--- src/rtl/ram_pkg.sv ---
// ram_pkg: shared constants and types for the ram block.
//   RAM_DATA_WIDTH : default memory word width in bits
//   RAM_ADDR_WIDTH : default address width in bits
//   RAM_DEPTH      : number of words at the default address width
//   addr_t, data_t : address and word types at the default widths
// The collision behaviour of ram is selected by macro RAM_WRITE_BYPASS_EN
// (see rtl/ram.sv); nothing in this package depends on it.
package ram_pkg;

  localparam int RAM_DATA_WIDTH = 8;
  localparam int RAM_ADDR_WIDTH = 4;
  localparam int RAM_DEPTH      = 2 ** RAM_ADDR_WIDTH;

  typedef logic [RAM_ADDR_WIDTH-1:0] addr_t;
  typedef logic [RAM_DATA_WIDTH-1:0] data_t;

  // True when a write and a read in the same edge hit the same word.
  function automatic logic is_collision(input logic we, input logic re,
                                        input addr_t wa, input addr_t ra);
    return we & re & (wa == ra);
  endfunction

endpackage

--- src/rtl/ram_mem_array.sv ---
// ram_mem_array: storage array with one synchronous write port, one
// combinational read port and an asynchronous clear of every word.
//   clk    : clock, writes on rising edge
//   rst    : asynchronous active-low clear of all words
//   we     : write enable (already gated by the caller)
//   w_addr : write address
//   w_data : write data
//   r_addr : read address
//   r_word : combinational contents of mem[r_addr]
module ram_mem_array
  import ram_pkg::*;
#(
  parameter int DATA_WIDTH = RAM_DATA_WIDTH,
  parameter int ADDR_WIDTH = RAM_ADDR_WIDTH
) (
  input  logic                  clk,
  input  logic                  rst,
  input  logic                  we,
  input  logic [ADDR_WIDTH-1:0] w_addr,
  input  logic [DATA_WIDTH-1:0] w_data,
  input  logic [ADDR_WIDTH-1:0] r_addr,
  output logic [DATA_WIDTH-1:0] r_word
);

  localparam int DEPTH_L = 2 ** ADDR_WIDTH;

  logic [DATA_WIDTH-1:0] mem_r [DEPTH_L];

  // Word storage: cleared asynchronously, written on enabled edges.
  always_ff @(posedge clk or negedge rst) begin
    if (!rst) begin
      for (int i = 0; i < DEPTH_L; i++) begin
        mem_r[i] <= {DATA_WIDTH{1'b0}};
      end
    end else if (we) begin
      mem_r[w_addr] <= w_data;
    end
  end

  // Full 2**ADDR_WIDTH depth, so every address is in range.
  assign r_word = mem_r[r_addr];

endmodule

--- src/rtl/ram.sv ---
// ram: single-clock two-port RAM with registered read data.
//   clk    : clock, all state changes on rising edge
//   rst    : asynchronous active-low reset (clears r_data and memory)
//   enb    : block enable; wr/rd ignored while low
//   wr, rd : write / read requests
//   w_addr : write address      w_data : write data
//   r_addr : read address       r_data : read data, one-cycle latency
// Macro RAM_WRITE_BYPASS_EN: when defined, a same-address write+read
// returns the new w_data (write-first); otherwise the old word
// (read-first). The memory takes w_data in both builds.
module ram
  import ram_pkg::*;
#(
  parameter int DATA_WIDTH = RAM_DATA_WIDTH,
  parameter int ADDR_WIDTH = RAM_ADDR_WIDTH
) (
  input  logic                  clk,
  input  logic                  rst,
  input  logic                  enb,
  input  logic                  wr,
  input  logic                  rd,
  input  logic [ADDR_WIDTH-1:0] w_addr,
  input  logic [ADDR_WIDTH-1:0] r_addr,
  input  logic [DATA_WIDTH-1:0] w_data,
  output logic [DATA_WIDTH-1:0] r_data
);

  logic                  we_s;
  logic                  re_s;
  logic                  collision_s;
  logic [DATA_WIDTH-1:0] arr_word_s;
  logic [DATA_WIDTH-1:0] rd_word_s;
  logic [DATA_WIDTH-1:0] r_data_r;

  // Enable gating: an X on wr/rd is masked to 0 while enb is low.
  assign we_s        = enb & wr;
  assign re_s        = enb & rd;
  assign collision_s = we_s & re_s & (w_addr == r_addr);

  ram_mem_array #(
    .DATA_WIDTH(DATA_WIDTH),
    .ADDR_WIDTH(ADDR_WIDTH)
  ) u_mem (
    .clk    (clk),
    .rst    (rst),
    .we     (we_s),
    .w_addr (w_addr),
    .w_data (w_data),
    .r_addr (r_addr),
    .r_word (arr_word_s)
  );

  // Read-data source: array word, or new write data on a bypassed collision.
  always_comb begin
    rd_word_s = arr_word_s;
`ifdef RAM_WRITE_BYPASS_EN
    if (collision_s) begin
      rd_word_s = w_data;
    end else begin
      rd_word_s = arr_word_s;
    end
`else
    // The array still holds the old word at this edge: read-first.
    if (collision_s) begin
      rd_word_s = arr_word_s;
    end else begin
      rd_word_s = arr_word_s;
    end
`endif
  end

  // Read register: cleared at once by reset, loaded only on enabled reads.
  always_ff @(posedge clk or negedge rst) begin
    if (!rst) begin
      r_data_r <= {DATA_WIDTH{1'b0}};
    end else if (re_s) begin
      r_data_r <= rd_word_s;
    end else begin
      r_data_r <= r_data_r;
    end
  end

  assign r_data = r_data_r;

endmodule

--- config.mk ---
export PLATFORM = sky130hd
export DESIGN_NAME = ram
export DESIGN_NICKNAME = d
export VERILOG_FILES = /design/src/rtl/ram_pkg.sv /design/src/rtl/ram_mem_array.sv /design/src/rtl/ram.sv
export SDC_FILE = /design/constraint.sdc
export NUM_CORES = 1
export LEC_CHECK = 0
export ABC_AREA = 1
export CAP_MARGIN = 20
export CORE_UTILIZATION = 43
export DETAILED_ROUTE_END_ITERATION = 12
export PLACE_DENSITY_LB_ADDON = 0.2
export REMOVE_ABC_BUFFERS = 1
export SLEW_MARGIN = 15
export SYNTH_ARGS = -nofsm -noshare
export SYNTH_HDL_FRONTEND = slang
export SYNTH_SLANG_ARGS = --single-unit
--- constraint.sdc ---
create_clock -name clk -period 1.8 [get_ports clk]
set_clock_uncertainty 0.2 [all_clocks]
set_input_delay 0.36 -clock clk [delete_from_list [all_inputs] [get_ports clk]]
set_output_delay 0.36 -clock clk [all_outputs]
set_load 0.03 [all_outputs]
==> flow_metrics.tcl <==
set metrics [dict create \
    ys.flop_type "dfrtp_1" \
    yosysTopAreaCell "dfrtp_1" \
    n_fill_cell 1363 \
    crit_family "buffers and inverters" \
    p_sw_frac 0.2731 \
    root_buffer "clkbuf_16" \
    multiInputGateArea_um2 2464 \
    drc 0 \
    avgSynthCellArea_um2 8.009 \
    maxSlewHeadroom 0.5498 \
    route.met2.wl_um 8155 \
    cp_max_fo 2 \
    area_growth_pct 20.98 \
    grtUsageTotal 0.2546 \
    clk_pin_slew_worst_paths_ns 0.06 \
    grt_pass1_vias 4989 \
    async_flop_share 1.000 \
    fin_crit_sh 0.9785 \
    ys_warn_count 0 \
    combPwrFrac 0.149 \
    p_int_mw 6.490 \
    gp_congestion 0.8915 \
    status "completed" \
    clkPwrFrac 0.410 \
    die-area_um2 14880 \
    maxSlewViolCount 0 \
    critical_path_class "flip-flop to output port" \
    placement.io_buffers 28 \
    nets 835 \
    setup_viol 0 \
    cts_inserted_buffers 17 \
    post_cts_buffers 0 \
    synth_common_cells "336 x nand2_1, 136 x dfrtp_1, 122 x o21ai_0" \
    met1_length_um 7969 \
    start_kind "flip-flop" \
    synth_edf_count 0 \
    drt-pass1-iter-count 5 \
    fin_util 0.5354 \
    io_pins 29 \
    start_util 0.4426 \
    seqPwrFrac 0.442 \
    antenna_found_initial 0 \
    grt.overflow.total 0 \
    cts_tree "done" \
    power_density_nw_per_um2 1192 \
    hold_viol_final 0 \
    grt_pass1_wl_um 27820 \
    wire_per_inst_um 17.23 \
    vdd_drop_max_uv 690.3 \
    synth_seq_cells 136 \
    yosysMostFrequentCell "nand2_1" \
    synth.area.top_cells "dfrtp_1 55%, nand2_1 20%, o21ai_0 9.9%, nand3_1 8.0%, buf_2 1.6%" \
    fp.dieW_um 122.0 \
    htreeDepth 4 \
    row_count 43 \
    dp_hpwl_um 11340 \
    seq_area_frac_synth 0.5497 \
    min_period_ns 1.761 \
    synth_cell_types 14 \
    crit_path_max_incr_delay_ns 0.41 \
    grt_max_degree 65 \
    grt_setup_unrepaired "false" \
    p_leak_nw 3.604 \
    vias 5412 \
    required_ns 1.24 \
    core_area_um2 13990 \
    cp.arrival_ns 1.20 \
    top_layer "met4" \
    clkLatencyLatePin_ns 0.43 \
    synth_area_um2 6191 \
    tightest_slew_ns 0.6745 \
    maxCapViolations 0 \
    antenna_cells 0 \
    routed_via_density 5.380 \
    seq_area_um2 3403 \
    cts_max_path_buffers 2 \
    cp_slowest_cell "dlygate4sd2_1" \
    yosysTopAreaCellShare 0.5497 \
    end_kind "output port" \
    die_h_um 122.0 \
    min_path_type "primary input to async pin" \
    fmax_mhz 567.8 \
    drt_iter0_drc 648 \
    wl_met3_um 1017 \
    synth_cells 773 \
    total_power_mw 8.929 \
    drive_gt1_frac 0.09564 \
    clock-sinks 136 \
    wl_um 17340 \
    switching_power_mw 2.439 \
    worstPathCellList "dlygate4sd2_1" \
    postRouteAntennaNets 0 \
    cp.buffers_inverters 1 \
]
==> worst paths after layout <==
path	startpoint	end	slack, ns	cells past startpoint
setup / recovery	r_data[4]$_DFFE_PN0P_	r_data[4]	0.04	1
hold / removal	rst	u_mem.mem_r[26]$_DFFE_PN0P_	0.16	2
setup reg to reg	u_mem.mem_r[113]$_DFFE_PN0P_	r_data[1]$_DFFE_PN0P_	0.48	8
hold reg to reg	u_mem.mem_r[99]$_DFFE_PN0P_	u_mem.mem_r[99]$_DFFE_PN0P_	0.28	2
max in group asynchronous	rst	u_mem.mem_r[31]$_DFFE_PN0P_	0.68	3
min in group clk	u_mem.mem_r[99]$_DFFE_PN0P_	u_mem.mem_r[99]$_DFFE_PN0P_	0.28	2
==> routing by layer <==
layer / GRT usage / vias up
li1: - / 2597
met1: 0.3647 / 2614
met2: 0.3962 / 180
met3: 0.04635 / 21
met4: 0.06559 / 0
met5: 0 / -
==> final cells by class <==
cell class                 count  share of cell area
sequential                   136              0.4544
timing repair buffer          70             0.09439
clock buffer                  19             0.05914
clock inverter                12             0.02355
multi-input combinational    570              0.3289
tap                          180             0.03007
inverter                      19            0.009522
==> through the flow <==
step	TNS, ns	hold slack (ns)	cell area, µm²	setup WS, ns	std cells
after CTS	0	0.1580	7481	0.002970	1006
after floorplan	0	-0.1356	5926	0.1831	725
after global routing	0	0.1932	7490	0.002800	1006
final	0	0.1620	7490	0.03872	1006
after detailed placement	-33.34	0.03829	6860	-0.3223	974
after global placement	-33.36	0.03700	6860	-0.3263	974
==> state kept, by name, summed over array words and instances, names as in the netlist <==
signal	flops
u_mem.mem_r	128
r_data	8
==> logic make-up (layout without fill, tap and decap cells) <==
logic type      after synthesis  in the layout  synth area share
compound gates              128            128            0.1035
flops                       136            136            0.5497
buf+inv                      67            120           0.05436
simple gates                442            442            0.2924
==> power by group through the flow <==
| stage | combinational [mW] | sequential [mW] | clock, mW |
|---|---|---|---|
| after floorplan | 0.757 | 3.95 | 0 |
| after global placement | 1.31 | 3.96 | 0 |
| after detailed placement | 1.35 | 3.97 | 0 |
| after CTS | 1.34 | 3.93 | 3.71 |
| after global routing | 1.52 | 4.01 | 3.82 |
| final | 1.33 | 3.94 | 3.66 |
==> cell usage in the layout (no fill, tap or decap), drive strengths merged <==
| master | Yosys | routed |
|---|---|---|
| nand3 | 99 | 99 |
| clkdlybuf4s50 | 0 | 18 |
| clkdlybuf4s15 | 0 | 4 |
| clkinvlp | 0 | 5 |
| nand2 | 336 | 336 |
| clkinv | 0 | 3 |
| inv | 19 | 19 |
| dlygate4sd2 | 0 | 2 |
| nand4 | 1 | 1 |
| nor2 | 3 | 3 |
| o21ai | 128 | 128 |
| buf | 28 | 43 |
| nor3 | 3 | 3 |
| dlygate4sd3 | 0 | 1 |
| bufinv | 0 | 4 |
| clkbuf | 20 | 21 |
| dfrtp | 136 | 136 |
==> timing repair <==
| action | in CTS | in global routing |
|---|---|---|
| hold endpoints to repair | 136 | 0 |
| pin swaps | 0 | 1 |
| hold buffers | 1 | 0 |
| setup endpoints to repair | 8 | 9 |
| gates resized for setup | 9 | 9 |
No activity file was read; power rests on OpenSTA's default activity.
